--- src/rtl/ex_mem_stage.sv ---
// EX->MEM pipeline stage: two-entry skid buffer with valid/ready handshake.
// Signed ADD/SUB overflow is turned into a precise exception with side effects suppressed.
module ex_mem_stage #(
    parameter int unsigned         DATA_W     = 32,
    parameter int unsigned         FUNCT_W    = 6,
    parameter int unsigned         REG_ADDR_W = 5,
    parameter logic [FUNCT_W-1:0]  FUNCT_ADD  = FUNCT_W'(6'h20),
    parameter logic [FUNCT_W-1:0]  FUNCT_SUB  = FUNCT_W'(6'h22)
) (
    input  logic                  clk,
    input  logic                  rst,
    input  logic                  flush,
    input  logic                  ex_valid,
    output logic                  ex_ready,
    input  logic [FUNCT_W-1:0]    ex_funct,
    input  logic [DATA_W-1:0]     ex_result,
    input  logic                  ex_overflow,
    input  logic [DATA_W-1:0]     ex_pc,
    input  logic                  ex_reg_we,
    input  logic [REG_ADDR_W-1:0] ex_reg_waddr,
    input  logic                  ex_mem_re,
    input  logic                  ex_mem_we,
    input  logic [DATA_W-1:0]     ex_mem_wdata,
    output logic                  mem_valid,
    input  logic                  mem_ready,
    output logic [DATA_W-1:0]     mem_result,
    output logic [DATA_W-1:0]     mem_pc,
    output logic [DATA_W-1:0]     mem_mem_wdata,
    output logic                  mem_reg_we,
    output logic [REG_ADDR_W-1:0] mem_reg_waddr,
    output logic                  mem_mem_re,
    output logic                  mem_mem_we,
    output logic                  mem_exc_ovf,
    output logic                  exc_req,
    output logic [DATA_W-1:0]     exc_pc
);

    typedef enum logic [1:0] {
        EMPTY,
        ONE,
        TWO
    } state_t;

    typedef struct packed {
        logic [DATA_W-1:0]     result;
        logic [DATA_W-1:0]     pc;
        logic [DATA_W-1:0]     wdata;
        logic                  reg_we;
        logic [REG_ADDR_W-1:0] reg_waddr;
        logic                  mem_re;
        logic                  mem_we;
        logic                  exc_ovf;
    } entry_t;

    state_t            r_state;
    entry_t            r_main;
    entry_t            r_skid;
    logic              r_ex_ready;
    logic              r_mem_valid;
    logic              r_exc_req;
    logic [DATA_W-1:0] r_exc_pc;

    logic   w_accept;
    logic   w_pop;
    logic   w_trap;
    entry_t w_in;
    state_t w_state_nxt;

    always_comb begin
        w_accept = ex_valid & r_ex_ready;
        w_pop    = r_mem_valid & mem_ready;
        w_trap   = ex_overflow & ((ex_funct == FUNCT_ADD) | (ex_funct == FUNCT_SUB));

        // A trapping entry keeps its payload but loses every architectural side effect.
        w_in.result    = ex_result;
        w_in.pc        = ex_pc;
        w_in.wdata     = ex_mem_wdata;
        w_in.reg_we    = ex_reg_we & ~w_trap;
        w_in.reg_waddr = ex_reg_waddr;
        w_in.mem_re    = ex_mem_re & ~w_trap;
        w_in.mem_we    = ex_mem_we & ~w_trap;
        w_in.exc_ovf   = w_trap;

        w_state_nxt = r_state;
        if (flush) begin
            w_state_nxt = EMPTY;
        end else begin
            case (r_state)
                EMPTY:   if (w_accept) w_state_nxt = ONE;
                ONE: begin
                    if (w_accept && !w_pop)      w_state_nxt = TWO;
                    else if (!w_accept && w_pop) w_state_nxt = EMPTY;
                end
                TWO:     if (w_pop) w_state_nxt = ONE;
                default: w_state_nxt = EMPTY;
            endcase
        end
    end

    always_ff @(posedge clk or negedge rst) begin
        if (!rst) begin
            r_state     <= EMPTY;
            r_main      <= '0;
            r_skid      <= '0;
            r_ex_ready  <= 1'b1;
            r_mem_valid <= 1'b0;
            r_exc_req   <= 1'b0;
            r_exc_pc    <= '0;
        end else begin
            r_state     <= w_state_nxt;
            r_ex_ready  <= (w_state_nxt != TWO);
            r_mem_valid <= (w_state_nxt != EMPTY);
            r_exc_req   <= w_accept & w_trap & ~flush;
            if (w_accept && w_trap && !flush) r_exc_pc <= ex_pc;

            if (!flush) begin
                case (r_state)
                    EMPTY: if (w_accept) r_main <= w_in;
                    ONE: begin
                        if (w_accept && w_pop) r_main <= w_in;
                        else if (w_accept)     r_skid <= w_in;
                    end
                    TWO:     if (w_pop) r_main <= r_skid;
                    default: ;
                endcase
            end
        end
    end

    assign ex_ready      = r_ex_ready;
    assign mem_valid     = r_mem_valid;
    assign mem_result    = r_main.result;
    assign mem_pc        = r_main.pc;
    assign mem_mem_wdata = r_main.wdata;
    assign mem_reg_we    = r_main.reg_we;
    assign mem_reg_waddr = r_main.reg_waddr;
    assign mem_mem_re    = r_main.mem_re;
    assign mem_mem_we    = r_main.mem_we;
    assign mem_exc_ovf   = r_main.exc_ovf;
    assign exc_req       = r_exc_req;
    assign exc_pc        = r_exc_pc;

endmodule

--- config.mk ---
export PLATFORM = sky130hd
export DESIGN_NAME = ex_mem_stage
export DESIGN_NICKNAME = d
export VERILOG_FILES = /design/src/rtl/ex_mem_stage.sv
export SDC_FILE = /design/constraint.sdc
export NUM_CORES = 1
export LEC_CHECK = 0
export ABC_AREA = 0
export CORE_MARGIN = 3
export CORE_UTILIZATION = 40
export CTS_CLUSTER_DIAMETER = 60
export CTS_CLUSTER_SIZE = 24
export DETAILED_ROUTE_END_ITERATION = 6
export GPL_TIMING_DRIVEN = 0
export PLACE_DENSITY = 0.7
export SLEW_MARGIN = 10
export SYNTH_ARGS = -nofsm -noshare
export SYNTH_HDL_FRONTEND = slang
export SYNTH_SLANG_ARGS = --single-unit
--- constraint.sdc ---
create_clock -name clk -period 5.3 [get_ports clk]
set_input_delay 0.795 -clock clk [delete_from_list [all_inputs] [get_ports clk]]
set_output_delay 0.795 -clock clk [all_outputs]
set_load 0.03 [all_outputs]
### Word level (Yosys, flattened, before mapping)

Index checks and enable logic that the tools add are counted.

* flip-flop bits (word level): 247
* bits of input ports: 116
* logic and storage cells: 64

* equal/unequal tests: 8
* muxes and demuxes: 10
* bitwise operators: 12
* reductions and logical operators: 13

Operators with widths (number)
* 105-bit 2-to-1 mux: 3
* 105-bit case mux with 3 select lines: 1
* 6-bit equality test, second input constant: 2
* 2-bit 2-to-1 mux: 5
* 1-bit bitwise AND: 8
* 2-bit inequality test, second input constant: 4
* 2-bit case mux with 3 select lines: 1
* 1-bit logical AND: 5
* 5-bit AND reduction: 1
* 4-bit AND reduction: 1
* 1-bit logical NOT: 3
* 1-bit NOT: 3
* 3-bit nonzero test: 1
* 2-bit by 1-bit equality test with 1-bit output, second input constant: 1
* 2-bit equality test, second input constant: 1
* 2-bit logical NOT: 1
* 2-bit nonzero test: 1
* 1-bit OR: 1

### Logic depth before layout (Yosys ltp)

* depth after elaboration: 8
* mapped depth: 6
* depth with buffers taken out: 3

### Worst setup path before layout

Ideal clock, no wire load.

* path kind: input to register
* start point: input port ex_funct[0]
* end point: register r_exc_pc[10] (netlist: exc_pc[10])
* data arrival time: 2295 ps
* required time: 5175 ps
* setup slack: 2879 ps
* stages on the path: 5
* buffers on the path: 2
* cell sequence: or4b_1 > buf_2 > nor4_4 > buf_6 > mux2_4

* longest elaborated chain between the ends: 5

RTL lines
* start, declared: RTL line 15 `input logic [FUNCT_W-1:0] ex_funct,`
* 6-bit equality test: RTL line 72 `w_trap = ex_overflow & ((ex_funct == FUNCT_ADD) | (ex_funct == FUNCT_SUB));`
* 1-bit OR *: RTL line 72
* 1-bit bitwise AND *: RTL line 72
* 1-bit logical AND * (2 in series): RTL line 114 `if (w_accept && w_trap && !flush) r_exc_pc <= ex_pc;`
* end signal, assigned: RTL line 114
* end, declared: RTL line 61 `logic [DATA_W-1:0] r_exc_pc;`

Every way passes the cells marked *; elsewhere a longest branch is shown, timed or not.
A chain may end at the register's enable or synchronous reset.

### Worst setup path after layout

* start point: input port ex_funct[0]
* end point: register r_exc_pc[12] (netlist: exc_pc[12])

Same word-level chain as after synthesis.

==> out/metrics.cfg <==
[final_layout]
fin_nets=1064
design_area_mm2=0.0143
antenna_cells=0
drive_above_1_share_pct=41.7
area_delta_synth_final_pct=34.9
final_util_pct=55.8

[clock_network]
cts.sinks=247
numCtsBuffers=21
cts-root-buf=clkbuf_16
cts_resized=0
cts_tree=yes
cts_setup_buffers=0
clock_path_buffers=3
clk_pin_slew_ns=0.08
cts_hold_buf=0
htreeDepth=1
clock_latency_ns=0.51

[floorplan]
die_x_um=169
start_util_pct=41.4
dieArea_mm2=0.0285
ioPinCount=256
rows=58
core_area_mm2=0.0256
dieHeight_um=169

[global_routing]
met3_usage_pct=4.39
grt_max_degree=108
grt_pass1_vias=6954
busiest_layer=met2
grt_pass1_wl_um=38400
grt_usage_pct=16.6
grt-ovfl-total=0
grt_util_met1_pct=22.2
antenna_found_initial=1
grt_use_met2_pct=27.0

[timing]
fin_skew_ns=0.0179
worst_pin_slew_ns=0.744
finalCritPeriodShare_pct=52.6
fin_ws_ns=2.51
setup_tns_ns=0
fmax_mhz=359
rsz0062_at_grt=false
setup_viol=0
hold_viol_final=0
drv_slew=0
slew_headroom_pct=50.0
period_needed_ns=2.79
holdWs_ns=0.224

[drt]
vias=6472
first_pass_iters=4
drc=0
ant_nets=0
viasPerCell=5.01
wire_per_inst_um=18.6
drtIter0Drc=204
routed_wl_um=24100

[pwr]
clock_power_share_pct=23.3
swShare_pct=32.6
leakage_nw=6.03
power_frac_seq_pct=43.1
power_frac_comb_pct=33.6
ir_drop_mv=0.312
power_switching_mw=2.18
p_per_area_mw_per_mm2=468
internal-power_mw=4.51

[worst_setup_path]
critPathArrivalTime_ns=3.17
cp-start-kind=primary input
crit_chain=clkdlybuf4s50_1 > or4b_1 > buf_2 > nor4_4 > buf_6 > mux2_4
cp-end-kind=flip-flop
crit_fanout=10
cp_slowest_cell=or4b_1
reg2reg_slack_ns=2.89
slowest_delay_ns=0.58
critPathRequiredTime_ns=5.69
worst-setup-path-type=primary input to flip-flop

[placed_design]
io_buffers=253
dpl-instance-area_mm2=0.0136
dp_hpwl_um=17200
pre_cts_slack_ns=1.95
place.gp.congestion=0.810

[logic_synthesis]
ys_ff_latch=247
yosysMostFrequentCell=mux2_2
synth_common_cells=mux2_2 (302), dfrtp_1 (246), mux2_4 (29)
ys_async_sr_fraction_pct=100
seq_area_frac_synth_pct=58.4
avgSynthCellArea_um2=15.8
synth_edf_count=0
synth.area.top_cells=dfrtp_1 (58%), mux2_2 (32%), mux2_4 (4.1%)
synth_cell_type_count=30
yosys.area_share.simple_pct=1.36
synth_top_family_by_area=multiplexers
ys.warnings.count=0
synth_fa_ha_area_share_pct=0
muxShareOfSynthArea_pct=36.9
synth_compound_area_share_pct=1.49
syn_inst=670
synth-main-ff-cell=dfrtp_1
synth_nets=786
synth_xor_area_share_pct=0
synth_top_area_share_pct=58.1
yosys.area.top_type=dfrtp_1
synth_area_mm2=0.0106

[run_status]
outcome=finished, final reports clean

[hold_path]
worstHoldPathType=primary input to async pin

[job]
drv_cap=0

## layout make-up
cell class	count	area (um2)
Sequential cell	247	6180
Fill cell	2112	11300
Clock inverter	13	134
Inverter	1	3.75
Clock buffer	24	557
Buffer	39	201
Tap cell	330	413
Timing Repair Buffer	255	2590
Multi-Input combinational cell	383	4210
## logic make-up (layout without fill, tap and decap cells)
family | after synthesis | count (layout)
multiplexers | 337 | 337
AO/OA/AOI/OAI | 23 | 23
AND/OR/NAND/NOR | 23 | 23
buffers and inverters | 40 | 332
flip-flops | 247 | 247
## state kept, by name, indices dropped and copies added (netlist names)
| signal | count |
|---|---|
| ex_ready | 1 |
| exc_pc | 32 |
| exc_req | 1 |
| mem_exc_ovf | 1 |
| mem_mem_re | 1 |
| mem_mem_wdata | 32 |
| mem_mem_we | 1 |
| mem_pc | 32 |
| mem_reg_waddr | 5 |
| mem_reg_we | 1 |
| mem_result | 32 |
| mem_valid | 1 |
| r_skid | 105 |
| r_state | 2 |
## routing by layer
| layer | wire [um] | up-vias |
|---|---|---|
| met2 | 11100 | 173 |
| met4 | 624 | 2 |
| li1 | - | 2986 |
| met5 | 13 | - |
| met1 | 10800 | 3274 |
| met3 | 1550 | 37 |
## worst paths after layout
path	start	endpoint	cells after the start
worst min register to register	mem_pc[31]	mem_pc[31]	1
worst max register to register	r_state[0]	mem_mem_wdata[1]	6
worst max-delay path	ex_funct[0]	exc_pc[12]	6
min in group clk	mem_pc[31]	mem_pc[31]	1
max in group asynchronous	rst	exc_pc[17]	2
worst min-delay path	rst	mem_result[26]	1
## layout by cell type (no fill, tap or decap), types with 4 or more instances in the layout
| cell | count |
|---|---|
| mux2_2 | 302 |
| clkdlybuf4s50_1 | 252 |
| dfrtp_1 | 246 |
| mux2_4 | 29 |
| buf_2 | 26 |
| clkbuf_16 | 21 |
| nor2_1 | 8 |
| o21ai_0 | 7 |
| clkbuf_1 | 6 |
| mux2_1 | 6 |
| inv_6 | 6 |
| buf_1 | 5 |
| o31ai_1 | 4 |
## power by group through the flow
| stage | Combinational [mW] | Sequential [mW] | Clock (mW) |
|---|---|---|---|
| floorplan | 0.778 | 3.44 | 0 |
| global placement | 2.24 | 2.90 | 0 |
| detailed placement | 2.28 | 2.92 | 0 |
| CTS | 2.29 | 2.89 | 1.61 |
| global route | 2.38 | 2.98 | 1.69 |
| finish | 2.25 | 2.89 | 1.56 |
## worst max-delay path, delay by kind of cell
family | cells | cell delay (ns)
AND/OR/NAND/NOR | 2 | 1.15
multiplexers | 1 | 0.32
buffers and inverters | 3 | 0.89
## through the flow
step,std cells,total power [mW]
global route,1292,7.05
finish,1292,6.69
detailed placement,1255,5.20
CTS,1292,6.79
floorplan,670,4.22
global placement,1253,5.14
No activity file was read; power rests on OpenSTA's default activity.
